$ cat config.mk
export PLATFORM = sky130hd
export DESIGN_NAME = alu_seq_n
export DESIGN_NICKNAME = d
export VERILOG_FILES = /design/src/rtl/alu_seq_n.sv
export SDC_FILE = /design/constraint.sdc
export NUM_CORES = 1
export LEC_CHECK = 0
export BUFFER_PORTS_ARGS = -buffer_cell sky130_fd_sc_hd__clkbuf_2
export CORE_ASPECT_RATIO = 2
export CORE_MARGIN = 1
export CORE_UTILIZATION = 50
export CTS_BUF_LIST = sky130_fd_sc_hd__clkbuf_8
export DETAILED_ROUTE_END_ITERATION = 16
export GPL_ROUTABILITY_DRIVEN = 0
export PLACE_DENSITY = 0.76
export SLEW_MARGIN = 20
export SYNTH_ARGS = -nofsm -noshare
export SYNTH_HDL_FRONTEND = slang
export SYNTH_SLANG_ARGS = --single-unit
$ cat constraint.sdc
create_clock -name clk -period 4.7 [get_ports clk]
set_input_delay 0.235 -clock clk [delete_from_list [all_inputs] [get_ports clk]]
set_output_delay 0.235 -clock clk [all_outputs]
set_load 0.01 [all_outputs]
$ cat src/rtl/alu_seq_n.sv
// Registered, handshaked N-bit ALU with a persistent carry flag, shifts and an
// iterative shift-add multiplier. Single-cycle ops load the output register on
// the accept edge; MUL/MULH spend NBits cycles in BUSY producing one partial
// product per cycle into a 2*NBits accumulator.
module alu_seq_n #(
    parameter int NBits   = 8,
    parameter int SHAMT_W = $clog2(NBits)
) (
    input  logic             clk,
    input  logic             rst_n,
    input  logic             in_valid,
    output logic             in_ready,
    input  logic [3:0]       selection,
    input  logic [NBits-1:0] A,
    input  logic [NBits-1:0] B,
    input  logic             carry_in,
    output logic             out_valid,
    input  logic             out_ready,
    output logic [NBits-1:0] result,
    output logic             zero,
    output logic             negative,
    output logic             carry_out,
    output logic             overflow,
    output logic             cflag,
    output logic             op_err
);

    localparam logic [3:0] OP_ADD  = 4'd0;
    localparam logic [3:0] OP_SUB  = 4'd1;
    localparam logic [3:0] OP_AND  = 4'd2;
    localparam logic [3:0] OP_OR   = 4'd3;
    localparam logic [3:0] OP_NOT  = 4'd4;
    localparam logic [3:0] OP_XOR  = 4'd5;
    localparam logic [3:0] OP_ADC  = 4'd6;
    localparam logic [3:0] OP_SBC  = 4'd7;
    localparam logic [3:0] OP_SHL  = 4'd8;
    localparam logic [3:0] OP_SHR  = 4'd9;
    localparam logic [3:0] OP_ASR  = 4'd10;
    localparam logic [3:0] OP_MUL  = 4'd11;
    localparam logic [3:0] OP_MULH = 4'd12;
    localparam logic [3:0] OP_CMP  = 4'd13;

    localparam logic [SHAMT_W-1:0] CNT_LAST = SHAMT_W'(NBits - 1);
    localparam logic [SHAMT_W-1:0] CNT_ONE  = SHAMT_W'(1);

    typedef enum logic {IDLE, BUSY} state_t;

    state_t state_q, state_d;

    // Shift amount reduced modulo NBits (only matters when NBits is not a power of two).
    function automatic logic [SHAMT_W-1:0] shamt_mod(input logic [SHAMT_W-1:0] raw);
        if (int'(raw) >= NBits) return SHAMT_W'(int'(raw) - NBits);
        return raw;
    endfunction

    logic                     accept;
    logic                     is_mul_sel;
    logic [SHAMT_W-1:0]       sh;
    logic                     add_cin;
    logic                     sub_bor;
    logic [NBits:0]           sum_w;
    logic [NBits:0]           dif_w;
    logic [NBits:0]           shl_w;
    logic [NBits:0]           shr_w;
    logic signed [NBits:0]    asr_ext;
    logic signed [NBits:0]    asr_w;

    logic [NBits-1:0]         op_res;
    logic [NBits-1:0]         op_fres;
    logic                     op_c;
    logic                     op_v;
    logic                     op_e;
    logic                     op_cf_upd;

    logic [SHAMT_W-1:0]       mul_cnt;
    logic [2*NBits-1:0]       mul_acc;
    logic [2*NBits-1:0]       mul_mcand;
    logic [NBits-1:0]         mul_mplier;
    logic                     mul_hi_q;
    logic [2*NBits-1:0]       mul_add;
    logic [2*NBits-1:0]       mul_acc_nxt;
    logic                     mul_done;

    logic                     ld_en;
    logic [NBits-1:0]         ld_res;
    logic [NBits-1:0]         ld_fres;
    logic                     ld_c;
    logic                     ld_v;
    logic                     ld_e;
    logic                     ld_cf_upd;

    assign in_ready   = (state_q == IDLE) & (~out_valid | out_ready);
    assign accept     = in_valid & in_ready;
    assign is_mul_sel = (selection == OP_MUL) | (selection == OP_MULH);

    assign sh      = shamt_mod(B[SHAMT_W-1:0]);
    assign add_cin = (selection == OP_ADC) ? cflag : carry_in;
    assign sub_bor = (selection == OP_SBC) ? ~cflag : 1'b0;
    assign sum_w   = {1'b0, A} + {1'b0, B} + {{NBits{1'b0}}, add_cin};
    assign dif_w   = {1'b0, A} - {1'b0, B} - {{NBits{1'b0}}, sub_bor};
    // Guard bit above (left shift) or below (right shifts) catches the last bit shifted out.
    assign shl_w   = {1'b0, A} << sh;
    assign shr_w   = {A, 1'b0} >> sh;
    assign asr_ext = {A, 1'b0};
    assign asr_w   = asr_ext >>> sh;

    assign mul_add     = mul_mplier[0] ? mul_mcand : '0;
    assign mul_acc_nxt = mul_acc + mul_add;
    assign mul_done    = (state_q == BUSY) && (mul_cnt == CNT_LAST);

    // Single-cycle operation result and flags, decoded from the live request.
    always_comb begin
        op_res    = '0;
        op_c      = 1'b0;
        op_v      = 1'b0;
        op_e      = 1'b0;
        op_cf_upd = 1'b0;
        case (selection)
            OP_ADD, OP_ADC: begin
                op_res    = sum_w[NBits-1:0];
                op_c      = sum_w[NBits];
                op_v      = (A[NBits-1] == B[NBits-1]) && (sum_w[NBits-1] != A[NBits-1]);
                op_cf_upd = 1'b1;
            end
            OP_SUB, OP_SBC, OP_CMP: begin
                op_res    = (selection == OP_CMP) ? A : dif_w[NBits-1:0];
                op_c      = ~dif_w[NBits];
                op_v      = (A[NBits-1] != B[NBits-1]) && (dif_w[NBits-1] != A[NBits-1]);
                op_cf_upd = 1'b1;
            end
            OP_AND: op_res = A & B;
            OP_OR:  op_res = A | B;
            OP_NOT: op_res = ~A;
            OP_XOR: op_res = A ^ B;
            OP_SHL: begin
                op_res    = shl_w[NBits-1:0];
                op_c      = shl_w[NBits];
                op_cf_upd = 1'b1;
            end
            OP_SHR: begin
                op_res    = shr_w[NBits:1];
                op_c      = shr_w[0];
                op_cf_upd = 1'b1;
            end
            OP_ASR: begin
                op_res    = asr_w[NBits:1];
                op_c      = asr_w[0];
                op_cf_upd = 1'b1;
            end
            OP_MUL, OP_MULH: op_res = '0;
            default: op_e = 1'b1;
        endcase
        // CMP reports the difference's Z/N while passing A through as the result.
        op_fres = (selection == OP_CMP) ? dif_w[NBits-1:0] : op_res;
    end

    // Select what loads the output register: a finishing multiply or an accepted 1-cycle op.
    always_comb begin
        ld_en     = 1'b0;
        ld_res    = '0;
        ld_fres   = '0;
        ld_c      = 1'b0;
        ld_v      = 1'b0;
        ld_e      = 1'b0;
        ld_cf_upd = 1'b0;
        if (mul_done) begin
            ld_en = 1'b1;
            if (mul_hi_q) begin
                ld_res = mul_acc_nxt[2*NBits-1:NBits];
            end else begin
                ld_res = mul_acc_nxt[NBits-1:0];
                ld_c   = |mul_acc_nxt[2*NBits-1:NBits];
                ld_v   = |mul_acc_nxt[2*NBits-1:NBits];
            end
            ld_fres = ld_res;
        end else if (accept && !is_mul_sel) begin
            ld_en     = 1'b1;
            ld_res    = op_res;
            ld_fres   = op_fres;
            ld_c      = op_c;
            ld_v      = op_v;
            ld_e      = op_e;
            ld_cf_upd = op_cf_upd;
        end
    end

    // Next-state logic: multiplies park in BUSY for NBits iterations.
    always_comb begin
        state_d = state_q;
        case (state_q)
            IDLE: if (accept && is_mul_sel) state_d = BUSY;
            BUSY: if (mul_cnt == CNT_LAST) state_d = IDLE;
            default: state_d = IDLE;
        endcase
    end

    // State register and iteration counter; reset aborts any multiply in flight.
    always_ff @(posedge clk) begin
        if (!rst_n) begin
            state_q <= IDLE;
            mul_cnt <= '0;
        end else begin
            state_q <= state_d;
            if (state_q == IDLE) mul_cnt <= '0;
            else                 mul_cnt <= mul_cnt + CNT_ONE;
        end
    end

    // Shift-add multiplier datapath: one partial product per BUSY cycle.
    always_ff @(posedge clk) begin
        if (accept && is_mul_sel) begin
            mul_acc    <= '0;
            mul_mcand  <= {{NBits{1'b0}}, A};
            mul_mplier <= B;
            mul_hi_q   <= (selection == OP_MULH);
        end else if (state_q == BUSY) begin
            mul_acc    <= mul_acc_nxt;
            mul_mcand  <= mul_mcand << 1;
            mul_mplier <= mul_mplier >> 1;
        end
    end

    // Output register: holds under back-pressure, reloads or drains on handshake.
    always_ff @(posedge clk) begin
        if (!rst_n) begin
            out_valid <= 1'b0;
            result    <= '0;
            zero      <= 1'b0;
            negative  <= 1'b0;
            carry_out <= 1'b0;
            overflow  <= 1'b0;
            op_err    <= 1'b0;
            cflag     <= 1'b0;
        end else if (ld_en) begin
            out_valid <= 1'b1;
            result    <= ld_res;
            zero      <= ~|ld_fres;
            negative  <= ld_fres[NBits-1];
            carry_out <= ld_c;
            overflow  <= ld_v;
            op_err    <= ld_e;
            if (ld_cf_upd) cflag <= ld_c;
        end else if (out_ready) begin
            out_valid <= 1'b0;
        end
    end

endmodule

# Word level (Yosys, flattened, before mapping)
# Index checks and enable logic that the tools add are counted.
dict set report totals {
  register_bits 60
  in_bits 25
  out_inout_bits 16
}
dict set report classes {
  add_sub_neg 6
  eq_ne 18
  n_shift 3
  muxes 35
  n_bitwise 12
  n_reduce_logical 18
}
# cell count
set op_table {}
lappend op_table {{2-to-1 mux 8 bit} 11}
lappend op_table {{one-hot mux 8 bit (9 select lines)} 1}
lappend op_table {{equality test 4 bit (second input constant)} 6}
lappend op_table {{OR reduction 8 bit} 3}
lappend op_table {{2-to-1 mux 1 bit} 19}
lappend op_table {{adder 16 bit} 1}
lappend op_table {{equality test 4 x 3 -> 1 bit (second input constant)} 4}
lappend op_table {{2-to-1 mux 16 bit} 1}
lappend op_table {{OR reduction 14 bit} 1}
lappend op_table {{adder 8 x 8 -> 9 bit} 1}
lappend op_table {{adder 9 x 1 -> 9 bit} 1}
lappend op_table {{left shift 8 x 3 -> 9 bit} 1}
lappend op_table {{>> shifter 9 x 3 -> 9 bit} 1}
lappend op_table {{>>> shifter 9 x 3 -> 9 bit} 1}
lappend op_table {{subtractor 8 x 8 -> 9 bit} 1}
lappend op_table {{subtractor 9 x 1 -> 9 bit} 1}
lappend op_table {{bitwise AND 8 bit} 1}
lappend op_table {{equality test 4 x 2 -> 1 bit (second input constant)} 2}
lappend op_table {{inverter 8 bit} 1}
lappend op_table {{bitwise OR 8 bit} 1}
lappend op_table {{XOR 8 bit} 1}
lappend op_table {{logical AND 1 bit} 5}
lappend op_table {{one-hot mux 1 bit (5 select lines)} 1}
lappend op_table {{equality test 4 x 1 -> 1 bit (second input constant)} 1}
lappend op_table {{other kinds (14)} 25}

# Logic depth before layout (Yosys ltp)
dict set report logic_depth {
  ltp_word 10
  depth_mapped 15
}

# Least setup slack after synthesis
# Ideal clock, no wire load.
dict set report synth_path {
  path_kind {input to register}
  from {input port B[0]}
  to {register zero}
  setup_ps 69
  arrival_ps 3344
  slack_ps 1287
  cell_stages 14
  n_path_buf 3
  cell_sequence {buf_2 -> buf_4 -> clkbuf_1 -> inv_1 -> fa_1 -> ha_1 -> o21ai_0 -> a2111oi_0 -> mux2_2 -> o21bai_1 -> a31oi_1 -> a31oi_1 -> o311ai_0 -> o21ai_1}
}
dict set report synth_between {
  elab_chain_cells 9
  word_cells_on_any_way 17
}
# element line
set synth_rtl {}
lappend synth_rtl {{start, declared} 15} ;# input logic [NBits-1:0] B,
lappend synth_rtl {{subtractor 8 x 8 -> 9 bit} 100} ;# assign dif_w = {1'b0, A} - {1'b0, B} - {{NBits{1'b0}}, sub_bor};
lappend synth_rtl {{subtractor 9 x 1 -> 9 bit} 100}
lappend synth_rtl {{2-to-1 mux 8 bit} 126} ;# op_res = (selection == OP_CMP) ? A : dif_w[NBits-1:0];
lappend synth_rtl {{one-hot mux 8 bit (9 select lines)} 118} ;# case (selection)
lappend synth_rtl {{2-to-1 mux 8 bit *} 154} ;# op_fres = (selection == OP_CMP) ? dif_w[NBits-1:0] : op_res;
lappend synth_rtl {{2-to-1 mux 8 bit *} 176} ;# end else if (accept && !is_mul_sel) begin
lappend synth_rtl {{2-to-1 mux 8 bit *} 166} ;# if (mul_done) begin
lappend synth_rtl {{OR reduction 8 bit *} 237} ;# zero <= ~|ld_fres;
lappend synth_rtl {{logical NOT 1 bit *} 237}
lappend synth_rtl {{end signal, assigned} 237}
lappend synth_rtl {{end, declared} 20} ;# output logic zero,
# Every way passes the cells marked *; elsewhere a longest branch is shown, timed or not.
# A chain may end at the register's enable or synchronous reset.

# Worst setup path after layout
dict set report layout_path {
  from {register mul_mplier[0]}
  to {register carry_out}
}
dict set report layout_between {
  elab_chain_cells 5
}
# element line
set layout_rtl {}
lappend layout_rtl {{start, declared} 78} ;# logic [NBits-1:0] mul_mplier;
lappend layout_rtl {{start signal, assigned} 219} ;# mul_mplier <= mul_mplier >> 1;
lappend layout_rtl {{2-to-1 mux 16 bit} 107} ;# assign mul_add = mul_mplier[0] ? mul_mcand : '0;
lappend layout_rtl {{adder 16 bit} 108} ;# assign mul_acc_nxt = mul_acc + mul_add;
lappend layout_rtl {{OR reduction 8 bit} 172} ;# ld_c = |mul_acc_nxt[2*NBits-1:NBits];
lappend layout_rtl {{2-to-1 mux 1 bit} 168} ;# if (mul_hi_q) begin
lappend layout_rtl {{2-to-1 mux 1 bit} 166}
lappend layout_rtl {{end signal, assigned} 239} ;# carry_out <= ld_c;
lappend layout_rtl {{end, declared} 22} ;# output logic carry_out,
# Every way passes these cells.

==> flow_metrics.env <==
export IMPL_drtPass1Iterations=5
export IMPL_hold_depth=3
export IMPL_grt_max_degree=52
export IMPL_r2r_setup_slack_ps=940
export IMPL_rsz0062_at_grt="false"
export IMPL_routedWlPerCell_um=21.6
export IMPL_num_antenna_cells=0
export IMPL_clock_sinks=60
export IMPL_syn_area_per_cell_um2=7.92
export IMPL_setup_viol=0
export IMPL_async_flop_share_pct=0
export IMPL_hpwlAfterDp_mm=14.7
export IMPL_clock_fmax_ghz=0.266
export IMPL_crit_type="flop to flop"
export IMPL_clock_skew_final_ps=12.0
export IMPL_endpoint="carry_out"
export IMPL_overflow=0
export IMPL_whs_ps=173
export IMPL_grt_pass1_vias=5934
export IMPL_hold_start="out_ready"
export IMPL_grt_pass1_wl_mm=30.2
export IMPL_worst_pin_slew_ps=1060
export IMPL_synth_seq_cells=60
export IMPL_power_density_nw_per_um2=341
export IMPL_slew_headroom_pct=29.1
export IMPL_path_max_fanout=16
export IMPL_pin_count=41
export IMPL_cts_setup_buffers=0
export IMPL_crit_path_end_kind="flop"
export IMPL_initial_core_util_pct=51.6
export IMPL_root_buffer="clkbuf_8"
export IMPL_layout_drive_gt1_share_pct=12.0
export IMPL_hold_path_class="input port to flop"
export IMPL_clk_latency_ps=360
export IMPL_synth_warnings=0
export IMPL_htreeDepth=3
export IMPL_numCtsBuffers=9
export IMPL_die_h_um=156
export IMPL_worstSetupStartpointType="flop"
export IMPL_syn_inst=744
export IMPL_fin_nets=830
export IMPL_critPathArrivalTime_ps=4010
export IMPL_syn_area_um2=5890
export IMPL_r2r_end="carry_out"
export IMPL_p_leak_nw=2.67
export IMPL_ys_seq_area_share_pct=23.3
export IMPL_irDropWorstVdd_mv=0.275
export IMPL_fin_crit_sh_pct=80.1
export IMPL_clock_path_buffers=2
export IMPL_synthDistinctLibCells=77
export IMPL_final_util_pct=55.2
export IMPL_cts_hold_buf=0
export IMPL_drc_errors=0
export IMPL_antenna_found_initial=0
export IMPL_critPathLaunch="mul_mplier[0]"
export IMPL_synthFlopType="dfxtp_1"
export IMPL_grt_use_total_pct=32.6
export IMPL_r2r_cells=12
export IMPL_dr_total_vias=6033
export IMPL_finalCriticalPeriod_ps=3760
export IMPL_chipWidth_um=78.8
export IMPL_r2r_start="mul_mplier[0]"
export IMPL_worst_ep_required_time_ps=4950
export IMPL_finalWirelength_mm=19.4
export IMPL_drtIter0Drc=450
export IMPL_status="finished clean"
export IMPL_fin_setup_tns_ps=0
export IMPL_synth_edf_count=17
export IMPL_post_cts_resized=0
export IMPL_cts_tree="done"
export IMPL_die_area_um2=12300
export IMPL_slew_viol_final=0
export IMPL_maxCapViolations=0
export IMPL_via_per_inst=6.71
export IMPL_clk_pin_slew_ps=80
export IMPL_rows=55
export IMPL_area_delta_synth_final_pct=7.07
export IMPL_hold_viol=0
export IMPL_syn_num_nets=822
export IMPL_portBuffers=40
export IMPL_core_area_um2=11400
export IMPL_final_antenna_net_count=0
## cell usage after synthesis, types with 7 or more instances
library cell	n	area share [%]
nand4_1	7	0.74
mux2i_1	19	3.2
o21a_1	7	0.89
nor2b_1	16	1.7
nand2_1	87	5.5
edfxtp_1	17	8.7
mux4_2	7	2.7
o21ai_0	59	5.0
xnor2_1	12	1.8
o211ai_1	11	1.4
nand2b_1	12	1.3
a31oi_1	10	1.1
dfxtp_1	43	15
clkbuf_1	36	2.3
a21oi_1	35	3.0
inv_1	36	2.3
nand3_1	13	1.1
and2_1	21	2.2
ha_1	48	10
nor3_1	19	1.6
a21o_1	11	1.4
nor2_1	50	3.2
buf_2	9	0.76
xor2_1	11	1.6
a211oi_1	7	0.89
## routing by layer
layer | share of wire (%) | vias to the layer above | global-route usage [%] | routed length [um]
met5 | 0 | - | 0 | 0
met4 | 9.5 | 0 | 31.4 | 1850
met3 | 6.2 | 136 | 6.32 | 1200
met2 | 52 | 334 | 58.9 | 10100
met1 | 32 | 2823 | 29.0 | 6250
li1 | - | 2740 | - | -
## placed cells by master, fill, tap and decap left out, types with 10 or more instances in the layout
cell type	synthesis	routed
nor2_1	50	50
clkbuf_2	0	40
edfxtp_1	17	17
clkbuf_8	0	10
ha_1	48	48
and2_1	21	21
xnor2_1	12	12
mux2i_1	19	19
a21o_1	11	11
o21ai_0	59	59
nor2b_1	16	16
xor2_1	11	11
nand2_1	87	87
nor3_1	19	19
a21oi_1	35	35
a31oi_1	10	10
o211ai_1	11	11
nand2b_1	12	12
inv_1	36	37
nand3_1	13	13
dfxtp_1	43	43
## cells by family (layout without fill, tap and decap cells)
logic type / after synthesis / in the layout / share of synthesized area (%)
AOI/OAI and AO/OA: 220 / 220 / 25.5
xor gates and xnor gates: 23 / 23 / 3.42
adders and majority gates: 53 / 53 / 11.9
buffers and inverters: 87 / 100 / 5.92
DFF: 60 / 60 / 23.3
muxes: 29 / 29 / 6.48
and+or+nand+nor: 272 / 272 / 23.5
## power breakdown
part	internal, mW	switching (mW)
sequential	0.627	0.0621
clock	0.254	0.217
combinational	0.366	0.624
total	1.25	0.904
## critical path, cell delays in order (launching register included)
cell	delay, ps
edfxtp_1	650
and2_1	200
ha_1	200
inv_1	70
fa_1	410
nor2b_1	190
o31a_1	300
o21ai_0	160
xor2_1	290
o21ai_1	110
nor4_1	600
a311oi_1	200
o221a_2	270
## flip-flops by register name (all words and copies together), names as in the netlist
| name | count |
|---|---|
| state_q | 1 |
| carry_out | 1 |
| mul_mcand | 16 |
| out_valid | 1 |
| mul_acc | 16 |
| op_err | 1 |
| overflow | 1 |
| result | 8 |
| zero | 1 |
| mul_mplier | 8 |
| cflag | 1 |
| negative | 1 |
| mul_hi_q | 1 |
| mul_cnt | 3 |
## area by class of cell
| type | instances | area [um2] |
|---|---|---|
| Clock buffer | 10 | 138 |
| Fill cell | 1082 | 5110 |
| Inverter | 38 | 143 |
| Sequential cell | 60 | 1370 |
| Tap cell | 142 | 178 |
| Clock inverter | 6 | 56.3 |
| Multi-Input combinational cell | 597 | 4180 |
| Timing Repair Buffer | 46 | 245 |
## worst min path at each step
stage,to
6_report,out_valid
5_1_grt,out_valid
4_1_cts,out_valid
3_5_place_dp,mul_cnt[0]
3_3_place_gp,mul_cnt[0]
2_1_floorplan,mul_cnt[0]
## per-stage QoR
stage	std cells	power (mW)	setup slack [ps]	area [um2]
6_report	899	2.15	937	6310
3_5_place_dp	883	1.65	952	6120
3_3_place_gp	883	1.61	1000	6110
2_1_floorplan	744	1.38	1290	5890
4_1_cts	899	2.11	1070	6310
5_1_grt	899	2.27	754	6310
Power figures use the tool's default switching activity.
